## config.mk

```make
export PLATFORM = sky130hd
export DESIGN_NAME = dual_edge_pipe
export DESIGN_NICKNAME = d
export VERILOG_FILES = /design/src/rtl/dual_edge_pkg.sv /design/src/rtl/dual_edge_pipe_stage.sv /design/src/rtl/dual_edge_pipe.sv
export SDC_FILE = /design/constraint.sdc
export NUM_CORES = 1
export LEC_CHECK = 0
export ABC_AREA = 1
export CORE_UTILIZATION = 48
export CTS_CLUSTER_DIAMETER = 50
export DETAILED_ROUTE_END_ITERATION = 6
export PLACE_DENSITY = 0.92
export SLEW_MARGIN = 20
export SYNTH_ARGS = -nofsm -noshare
export SYNTH_HDL_FRONTEND = slang
export SYNTH_SLANG_ARGS = --single-unit
```

## constraint.sdc

```tcl
create_clock -name clk -period 4 [get_ports clk]
set_clock_uncertainty 0.2 [all_clocks]
set_input_delay 0.8 -clock clk [delete_from_list [all_inputs] [get_ports clk]]
set_output_delay 0.8 -clock clk [all_outputs]
set_load 0.005 [all_outputs]
```

## src/rtl/dual_edge_pkg.sv

```systemverilog
// Shared definitions for the two-edge arithmetic pipeline: operation encoding
// and the result-width rule derived from the operand widths.
package dual_edge_pkg;

    typedef enum logic {
        OP_ADD = 1'b0,
        OP_SUB = 1'b1
    } op_e;

    // One extra bit over the wider operand so an add never overflows.
    function automatic int unsigned calc_ow(input int unsigned aw, input int unsigned dw);
        return ((aw > dw) ? aw : dw) + 1;
    endfunction

endpackage

```

## src/rtl/dual_edge_pipe_stage.sv

```systemverilog
// One rising-edge data+valid register of the pipeline. Copies its
// predecessor every cycle; synchronous active-high reset clears both.
module pipe_stage #(
    parameter int unsigned W = 4
) (
    input  logic         clk,
    input  logic         rst,
    input  logic [W-1:0] d_i,
    input  logic         v_i,
    output logic [W-1:0] d_o,
    output logic         v_o
);

    logic [W-1:0] data_q;
    logic         valid_q;

    always_ff @(posedge clk) begin
        if (rst) begin
            data_q  <= '0;
            valid_q <= 1'b0;
        end else begin
            data_q  <= d_i;
            valid_q <= v_i;
        end
    end

    assign d_o = data_q;
    assign v_o = valid_q;

endmodule

```

## src/rtl/dual_edge_pipe.sv

```systemverilog
// Two-edge arithmetic pipeline: operands combined at stage 0 on the rising
// edge, DEPTH rising-edge stages in total, result re-registered on the falling edge.
module dual_edge_pipe
    import dual_edge_pkg::*;
#(
    parameter  int unsigned AW    = 2,
    parameter  int unsigned DW    = 3,
    parameter  int unsigned DEPTH = 2,
    parameter  int unsigned CNTW  = 4,
    localparam int unsigned OW    = calc_ow(AW, DW)
) (
    input  logic            clk,
    input  logic            rst,
    input  logic            in_valid,
    input  logic            op,
    input  logic [AW-1:0]   a,
    input  logic [DW-1:0]   d,
    output logic [OW-1:0]   f,
    output logic            f_valid,
    output logic [OW-1:0]   t,
    output logic            t_valid,
    output logic [CNTW-1:0] sample_cnt
);

    logic [OW-1:0]   s0_data_q, s0_data_d;
    logic            s0_valid_q, s0_valid_d;
    logic [CNTW-1:0] cnt_q, cnt_d;
    logic [OW-1:0]   t_q;
    logic            t_valid_q;

    logic [OW-1:0]   stage_data  [DEPTH];
    logic            stage_valid [DEPTH];

    // Data holds across bubbles so f keeps its last result while f_valid drops.
    always_comb begin
        s0_data_d  = s0_data_q;
        s0_valid_d = 1'b0;
        cnt_d      = cnt_q;
        if (in_valid) begin
            s0_valid_d = 1'b1;
            cnt_d      = cnt_q + CNTW'(1);
            if (op_e'(op) == OP_SUB)
                s0_data_d = OW'(a) - OW'(d);
            else
                s0_data_d = OW'(a) + OW'(d);
        end
    end

    always_ff @(posedge clk) begin
        if (rst) begin
            s0_data_q  <= '0;
            s0_valid_q <= 1'b0;
            cnt_q      <= '0;
        end else begin
            s0_data_q  <= s0_data_d;
            s0_valid_q <= s0_valid_d;
            cnt_q      <= cnt_d;
        end
    end

    assign stage_data[0]  = s0_data_q;
    assign stage_valid[0] = s0_valid_q;

    for (genvar i = 1; i < DEPTH; i++) begin : g_stage
        pipe_stage #(.W(OW)) u_stage (
            .clk (clk),
            .rst (rst),
            .d_i (stage_data[i-1]),
            .v_i (stage_valid[i-1]),
            .d_o (stage_data[i]),
            .v_o (stage_valid[i])
        );
    end

    assign f       = stage_data[DEPTH-1];
    assign f_valid = stage_valid[DEPTH-1];

    always_ff @(negedge clk) begin
        if (rst) begin
            t_q       <= '0;
            t_valid_q <= 1'b0;
        end else begin
            t_q       <= f;
            t_valid_q <= f_valid;
        end
    end

    assign t          = t_q;
    assign t_valid    = t_valid_q;
    assign sample_cnt = cnt_q;

endmodule

```

Word-level counts from Yosys, hierarchy flattened
Index checks and enable logic that the tools add are counted.
{"block": "totals", "in_bits": 9, "latch_bits": 0, "regBits": 19, "rom_bits": 0, "mem_count": 0, "mem_bits_rw": 0, "out_inout_bits": 14}
{"block": "op_classes", "shift": 0, "n_reduce_logical": 0, "n_addsub": 3, "magnitude_cmp": 0, "div": 0, "bitwise": 0, "muxes": 2, "eq_ne": 0, "multipliers": 0}
{"operator": "adder 2 x 3 -> 4 bit", "count": 1}
{"operator": "adder 4 x 1 -> 4 bit (second input constant)", "count": 1}
{"operator": "2-to-1 mux 4 bit", "count": 1}
{"operator": "subtractor 2 x 3 -> 4 bit", "count": 1}
{"operator": "2-to-1 mux 1 bit", "count": 1}

Logic depth before layout (Yosys ltp)
Gate-level depths: netlist (run 1).
{"block": "depth", "ltp_word": 2, "mapped_depth": 9, "depth_no_buf": 9}

Cells and area by module
Synthesis (run 1) repeated with hierarchy kept, for this count alone.
{"block": "hier_totals", "hier_cells": 100, "area_unflattened_um2": 777.0}
{"mod": "dual_edge_pipe", "cells_each": 85, "area_per_inst_um2": 639.4, "seq_area_each_um2": 280.3, "instances": 1}
{"mod": "pipe_stage", "cells_each": 15, "area_per_inst_um2": 137.6, "seq_area_each_um2": 100.1, "instances": 1}

==> metrics.txt, run 1 <==
CTS Hold Buffers Added 0; Synth Area per Inst between 8 and 9 um2; pre-CTS WS 212 ps; reg2reg setup slack 1320 ps; Synth top cells by count dfxtp_1, inv_1, nor2_1, nand2_1; Worst-Margin Slew around 350 ps; number of global-route vias before repair 579; Net Switching 102 uW; Ant. Diodes 0; grt ovf 0; WP data required 3000 ps; Max clock buf depth 2; cell taking the most area after synthesis dfxtp_1; sequential share of the synthesized area 48.3%; post-synthesis cell area 788 um2; Total GRT Usage between 15 and 20%; CP delay by family, top flip-flops; clock-pin slew on the worst setup and hold paths 110 ps; maximum VDD drop 152 uV; CP Launch Type register; Hold Violations, Final 0; Starting DRT DRC Count 4; Worst Setup End Kind output pin; switching part of the total 26.6%; CP Max Fanout 1; Max H-tree Level 1; io pins 23; Post-synth EDFFs 0; Routed Wire Length 1.39 mm; # DRC 0; initial core utilization between 50% and 60%; slowest stage delay, CP 290 ps; Int Pwr 280 uW; main area contributors after synthesis dfxtp_1, inv_1, nor2_1, ha_1, nand2_1; clk_lat worst skew ~290 ps; post-synth top area share about half; Num CTS Buffers 3; Post-Syn Instances 97; worst path cell trace dlygate4sd2_1; Post-synth top flop dfxtp_1; initial antenna violation count 0; routed len/inst 9.81 um; Gate power share 16.5%; Avg Vias per Cell 4.73; WS Path Type reg -> out; row count 14; Yosys Warn Count 0; Flop pwr share a little over half; CTS tree built; post-CTS setup buffers 0; PortBufs 22; slowest CP cell dfxtp_1; DR vias 672; Min Hold Slack 216 ps; Crit path buffers/inverters 1; area delta synth->final 33.5%; setup violators final 0; Pwr Density between 300 and 400 nW/um2; Synth Register Bits 19; MaxCap Viol Count 0; Post-CTS Resized 5; share of cells above drive strength 1 10.3%; setup TNS 0 ps; DRT Pass-1 Iters 2; hpwl dp approximately 1.1 mm; Leak Pwr ~0.00053 uW; critical path arrival 2880 ps; Post-Syn Nets between 100 and 150; Layout Nets around 140; met2 Use GR about 32%; die area 1810 um2; die height 42.5 um; global-route wire length before repair 2.29 mm; Slew headroom 76.7%; largest net degree at the start of global routing 11; Die Wd between 40 and 50 um; met3 Use GR 1.29%; Async SR Flop Fraction 0%; fill count 130; outcome complete, no violations; Routability Congestion just over 0.7; Core Footprint 1520 um2; met1 Resource Use GR 16.9%; setup ws final 117 ps; ANT nets after route 0; Final Slew Violations 0; clk root buf clkbuf_4; clock network power share 29.1%; RSZ-0062 raised after global routing no; min-delay worst type reg -> reg; post-synthesis cell type count 23; clock sinks 19; GRT busiest layer met2
[metal layers]
| layer | share of wire, % | wire length [um] |
|---|---|---|
| met1 | 41 | 571 |
| met4 | 1.0 | 14 |
| met3 | 2.9 | 40 |
| met5 | 0 | 0 |
| met2 | 55 | 767 |
[kinds of logic after synthesis]
logic type,count (synthesis),share of synthesized area [%]
fa+ha+maj,5,8.89
compound gates,10,7.78
simple gates,38,21.7
buf+inv,25,13.3
flops,19,48.3
[stage by stage]
| step | utilization, % | power [uW] | std cells | area (um2) |
|---|---|---|---|---|
| 2_1_floorplan | - | 255 | 97 | 788 |
| 3_3_place_gp | 66.7 | 281 | 134 | 1020 |
| 3_5_place_dp | 66.7 | 285 | 134 | 1020 |
| 4_1_cts | 69.0 | 385 | 142 | 1050 |
| 5_1_grt | 69.0 | 401 | 142 | 1050 |
| 6_report | 69.0 | 381 | 142 | 1050 |
[state kept, by name (all words and copies together), names as in the netlist]
register and count:
s0_valid_q 1, g_stage.u_stage.d_o 4, sample_cnt 4, t_valid 1, s0_data_q 4, g_stage.u_stage.v_o 1
t 4
[placed cells by master, fill, tap and decap left out, drive strengths merged]
cell type       n
nor3            1
nand2          12
a21o            1
ha              4
inv            27
a21oi           3
a31oi           1
dfxtp          19
clkbuf          4
nand4           1
buf             1
fa              1
nor2           20
nand3           4
dlygate4sd2     5
o21ai           4
o22a            1
clkdlybuf4s50  17
[worst paths after layout]
kind / from / end / cells past startpoint
worst max register to register: g_stage[1].u_stage.d_o[1] / t[1] / 2
worst min-delay path: s0_valid_q / g_stage[1].u_stage.v_o / 2
worst max-delay path: t[0] / t[0] / 1
worst min register to register: s0_valid_q / g_stage[1].u_stage.v_o / 2
[power groups by stage]
stage | logic (uW) | clock network (uW) | registers [uW]
finish | 63.0 | 111 | 207
global route | 71.4 | 121 | 208
CTS | 63.7 | 114 | 207
detailed placement | 64.6 | 9.33 | 211
global placement | 61.5 | 9.33 | 210
floorplan | 34.6 | 9.33 | 211
[cell type report]
cell class                 count  area, um2  area share, %
clock inverter                 5       18.8           1.78
multi-input combinational     53        303           28.8
inverter                      22       82.6           7.85
tap                           16       20.0           1.90
timing repair buffer          23        221           21.0
sequential                    19        380           36.1
clock buffer                   4       26.3           2.50
Power figures use the tool's default switching activity.
==> inputs of run 2 (changes only) <==
--- a/config.mk
+++ b/config.mk
@@ -10,7 +10,7 @@
 export CTS_CLUSTER_DIAMETER = 50
 export DETAILED_ROUTE_END_ITERATION = 6
 export PLACE_DENSITY = 0.92
-export SLEW_MARGIN = 20
+export SLEW_MARGIN = 10
 export SYNTH_ARGS = -nofsm -noshare
 export SYNTH_HDL_FRONTEND = slang
 export SYNTH_SLANG_ARGS = --single-unit
==> constraint.sdc (replaced) <==
create_clock -name clk -period 4.7 [get_ports clk]
set_clock_uncertainty 0.2 [all_clocks]
set_input_delay 0.94 -clock clk [delete_from_list [all_inputs] [get_ports clk]]
set_output_delay 0.94 -clock clk [all_outputs]
set_load 0.005 [all_outputs]
==> run 2 against run 1 <==
  * Total power down 15%
  * Clock power down 15%
  * Critical path depth unchanged
  * Core utilization up 0.41 points
  * Global-route usage unchanged
  * Sequential share of layout area down 0.21 points
  * Non-clock buffer count unchanged
  * Combinational power down 13%
  * Highest routed layer unchanged
==> metrics.txt, run 2 (synthesis gave the netlist of run 1 again) <==
Max H-tree Level 1 (unchanged); Num CTS Buffers 3 (unchanged); WP data required 3560 ps (was 3000 ps); Layout Nets 141 (unchanged); area delta synth->final 34.3% (was 33.5%); global-route wire length before repair 2.29 mm (unchanged); DR vias 672 (unchanged); Routed Wire Length 1.39 mm (about the same); Avg Vias per Cell 4.73 (unchanged); PortBufs 22 (unchanged); maximum VDD drop 130 uV (was 152 uV); min-delay worst type reg -> reg (unchanged); Starting DRT DRC Count 4 (unchanged); WS Path Type reg -> out (unchanged); Final Slew Violations 0 (unchanged); Hold Violations, Final 0 (unchanged); CTS tree built (unchanged); Worst-Margin Slew 346 ps (unchanged); setup violators final 0 (unchanged); critical path arrival 3490 ps (was 2880 ps); reg2reg setup slack 1670 ps (was 1320 ps); CP Depth 1 (unchanged); CP Max Fanout 1 (unchanged); CP delay by family, top buffers and inverters (was flip-flops); fin util 69.5% (was 69.0%); Worst Setup End Kind output pin (unchanged); CP startpoint t[0] (unchanged); grt ovf 0 (unchanged); most frequent cells in the layout inv_1, clkdlybuf4s50_1, dfxtp_1 (was inv_1, dfxtp_1, nor2_1); clock sinks 19 (unchanged); number of global-route vias before repair 579 (unchanged); share of cells above drive strength 1 10.3% (unchanged); row count 14 (unchanged); Ant. Diodes 0 (unchanged); FF-to-FF End t[1] (unchanged); Leak Pwr 0.000512 uW (was 0.000534 uW); leading cell type in the layout, fill and taps excluded inv_1 (unchanged); worst path cell trace clkdlybuf4s50_1 (was dlygate4sd2_1); Final Power 326 uW (was 381 uW); clock-pin slew on the worst setup and hold paths 110 ps (about the same); clk_lat worst skew 290 ps (about the same); setup TNS 0 ps (unchanged); CP Launch Type register (unchanged); post-CTS setup buffers 0 (unchanged); slowest CP cell clkdlybuf4s50_1 (was dfxtp_1); Slew headroom 76.7% (unchanged); Post-CTS Resized 0 (was 5); Max clock buf depth 2 (unchanged); die height 42.5 um (unchanged); Core Footprint 1520 um2 (unchanged); reg-to-reg startpoint g_stage[1].u_stage.d_o[1] (unchanged); Routability Congestion 0.723 (unchanged); Crit path buffers/inverters 1 (unchanged); ANT nets after route 0 (unchanged); R2R depth 2 (unchanged); die area 1810 um2 (unchanged); clk root buf clkbuf_4 (unchanged); DRT Pass-1 Iters 2 (unchanged); slowest stage delay, CP 490 ps (was 290 ps); outcome complete, no violations (unchanged); worst setup path endpoint t[0] (unchanged); Pwr Density 308 nW/um2 (was 362 nW/um2); MaxCap Viol Count 0 (unchanged); initial core utilization 51.7% (unchanged); CTS Hold Buffers Added 0 (unchanged); RSZ-0062 raised after global routing no (unchanged); Die Wd 42.5 um (unchanged); initial antenna violation count 0 (unchanged); io pins 23 (unchanged); hpwl dp 1.13 mm (unchanged); # DRC 0 (unchanged); routed len/inst 9.80 um (was 9.81 um); Total GRT Usage 16.6% (unchanged); largest net degree at the start of global routing 11 (unchanged)
==> run 2: changes by cell type in the layout (fill, tap and decap cells not counted), sizes merged <==
cell	delta
clkdlybuf4s50	+5
dlygate4sd2	-5
==> run 2: area by class of cell <==
type | count | area (um2)
inverter | 22 | 82.6
clock buffer | 4 | 26.3
multi-input combinational | 53 | 303
clock inverter | 5 | 18.8
timing repair buffer | 23 | 228
tap | 16 | 20.0
sequential | 19 | 380
fill | 128 | 465
==> run 2: worst min-delay path by stage <==
stage / from / to / slack [ps] / cells past startpoint
floorplan: s0_valid_q / g_stage[1].u_stage.v_o / 190 / 2
global placement: s0_valid_q / g_stage[1].u_stage.v_o / 190 / 2
detailed placement: s0_valid_q / g_stage[1].u_stage.v_o / 200 / 2
CTS: s0_valid_q / g_stage[1].u_stage.v_o / 220 / 2
global route: s0_valid_q / g_stage[1].u_stage.v_o / 230 / 2
finish: s0_valid_q / g_stage[1].u_stage.v_o / 220 / 2
==> run 2: routing by layer <==
metal	share of wire [%]	track usage (%)	up-vias
met5	0	0	-
met4	1.0	9.38	0
met3	2.9	1.29	2
met2	55	32.3	18
met1	41	16.9	300
li1	-	-	352
==> run 2: report_power, final <==
group          leakage (uW)  switching [uW]  internal [uW]
logic              0.000314            25.6           29.1
registers          0.000156            4.78            172
clock network     0.0000416            56.1           38.4
total              0.000512            86.5            239
==> run 2: stage by stage <==
| step | setup WS, ps | std cells | hold slack [ps] | area, um2 |
|---|---|---|---|---|
| final | 74.4 | 142 | 216 | 1060 |
| after global routing | 32.7 | 142 | 232 | 1060 |
| after floorplan | 912 | 97 | 188 | 788 |
| after CTS | 56.1 | 142 | 218 | 1060 |
| after detailed placement | 422 | 134 | 202 | 1020 |
| after global placement | 442 | 134 | 195 | 1020 |
==> inputs of run 3 (changes only) <==
--- a/config.mk
+++ b/config.mk
@@ -6,10 +6,13 @@
 export NUM_CORES = 1
 export LEC_CHECK = 0
 export ABC_AREA = 1
-export CORE_UTILIZATION = 48
+export CELL_PAD_IN_SITES_DETAIL_PLACEMENT = 0
+export CELL_PAD_IN_SITES_GLOBAL_PLACEMENT = 2
+export CORE_ASPECT_RATIO = 0.75
+export CORE_UTILIZATION = 27
 export CTS_CLUSTER_DIAMETER = 50
 export DETAILED_ROUTE_END_ITERATION = 6
-export PLACE_DENSITY = 0.92
+export PLACE_DENSITY = 0.91
 export SLEW_MARGIN = 10
 export SYNTH_ARGS = -nofsm -noshare
 export SYNTH_HDL_FRONTEND = slang
==> run 3 against run 2 <==
  * Sequential power barely moved
  * Sequential share of layout area is 2.1 points lower
  * First-iteration DRC count rose to 3.0 times the previous value
  * Critical endpoint unchanged
  * Clock power rose by 72%
  * Die area up 74%
  * Routed wire length is 6.5% higher
  * Count of clock-buffer cells in the layout unchanged
  * Non-clock buffer count unchanged
  * Largest cell class unchanged
==> metrics.txt, run 3 (synthesis gave the netlist of run 1 again) <==
Max clock buf depth 2 (unchanged); clock sinks 19 (unchanged); DR vias 652 (was 672); DRT Pass-1 Iters 4 (was 2); largest net degree at the start of global routing 12 (was 11); CP Max Fanout 1 (unchanged); clk root buf clkbuf_8 (was clkbuf_4); die area 3140 um2 (was 1810 um2); number of global-route vias before repair 576 (was 579); CP delay by family, top buffers and inverters (unchanged); # DRC 0 (unchanged); slowest CP cell clkdlybuf4s50_1 (unchanged); fill count 289 (was 128); Starting DRT DRC Count 12 (was 4); most frequent cells in the layout inv_1, clkdlybuf4s50_1, dfxtp_1 (unchanged); PortBufs 22 (unchanged); die height 48.8 um (was 42.5 um); CTS Hold Buffers Added 0 (unchanged); Routability Congestion 0.720 (was 0.723); worst path cell trace clkdlybuf4s50_1 (unchanged); Worst-Margin Slew 375 ps (was 346 ps); Core Footprint 2680 um2 (was 1520 um2); share of cells above drive strength 1 11.1% (was 10.3%); Leak Pwr 0.000531 uW (was 0.000512 uW); grt ovf 0 (unchanged); initial antenna violation count 0 (unchanged); WS Path Type reg -> out (unchanged); Post-CTS Resized 0 (unchanged); Layout Nets 141 (unchanged); outcome complete, no violations (unchanged); Ant. Diodes 0 (unchanged); setup violators final 0 (unchanged); row count 16 (was 14); clock-pin slew on the worst setup and hold paths 70 ps (was 110 ps); reg2reg setup slack 1670 ps (about the same); Worst Setup End Kind output pin (unchanged); post-CTS setup buffers 0 (unchanged); MaxCap Viol Count 0 (unchanged); area delta synth->final 42.5% (was 34.3%); fin util 41.9% (was 69.5%); Hold Violations, Final 0 (unchanged); critical path arrival 3480 ps (was 3490 ps); Pwr Density 351 nW/um2 (was 308 nW/um2); leading cell type in the layout, fill and taps excluded inv_1 (unchanged); Crit path buffers/inverters 1 (unchanged); CTS tree built (unchanged); maximum VDD drop 142 uV (was 130 uV); slowest stage delay, CP 490 ps (about the same); Slew headroom 74.9% (was 76.7%); routed len/inst 9.14 um (was 9.80 um); Num CTS Buffers 3 (unchanged); io pins 23 (unchanged); Total GRT Usage 11.5% (was 16.6%); Avg Vias per Cell 4.02 (was 4.73); Max H-tree Level 1 (unchanged); ANT nets after route 0 (unchanged); Multi-input gate area 303 um2 (unchanged); setup TNS 0 ps (unchanged); min-delay worst type reg -> reg (unchanged); Routed Wire Length 1.48 mm (was 1.39 mm); Die Wd 64.4 um (was 42.5 um); global-route wire length before repair 2.63 mm (was 2.29 mm); initial core utilization 29.4% (was 51.7%); Seq. cell area 380 um2 (unchanged); CP Launch Type register (unchanged); WP data required 3560 ps (about the same); hpwl dp 1.19 mm (was 1.13 mm); RSZ-0062 raised after global routing no (unchanged); Final Slew Violations 0 (unchanged); clk_lat worst skew 260 ps (was 290 ps)
run 3: cell counts in the layout (fill, tap and decap cells not counted):
Identical to the previous run, type by type.
run 3: area by class of cell:
type / count / area share, %
Multi-Input combinational cell: 53 / 26.9
Clock buffer: 4 / 5.90
Clock inverter: 5 / 1.67
Sequential cell: 19 / 33.9
Tap cell: 36 / 4.01
Timing Repair Buffer: 23 / 20.3
Inverter: 22 / 7.35
run 3: power by group:
part | switching [uW] | total [uW] | leakage, uW | internal [uW]
clock | 65.2 | 163 | 0.0000605 | 97.9
combinational | 25.7 | 54.9 | 0.000314 | 29.2
sequential | 4.89 | 177 | 0.000156 | 172
total | 95.7 | 395 | 0.000531 | 299
run 3: final timing paths:
| kind | end | startpoint | cells after the start |
|---|---|---|---|
| worst max register to register | t[0] | g_stage[1].u_stage.d_o[0] | 2 |
| worst max-delay path | t[0] | t[0] | 1 |
| worst min register to register | g_stage[1].u_stage.v_o | s0_valid_q | 2 |
| worst min-delay path | g_stage[1].u_stage.v_o | s0_valid_q | 2 |
run 3: layer usage:
| metal | GRT usage (%) | vias up | routed length, um |
|---|---|---|---|
| met4 | 6.67 | 0 | 37 |
| met2 | 18.4 | 16 | 643 |
| li1 | - | 352 | - |
| met1 | 13.1 | 279 | 722 |
| met5 | 0 | - | 0 |
| met3 | 4.44 | 5 | 77 |
run 3: metrics by stage:
step	power, uW	std cells	hold slack (ps)	worst slack (ps)	cell area (um2)
after floorplan	217	97	188	912	788
after global placement	242	154	201	418	1040
after detailed placement	244	154	201	400	1040
after CTS	402	162	211	57.5	1120
after global routing	416	162	233	45.5	1120
final	395	162	210	80.5	1120
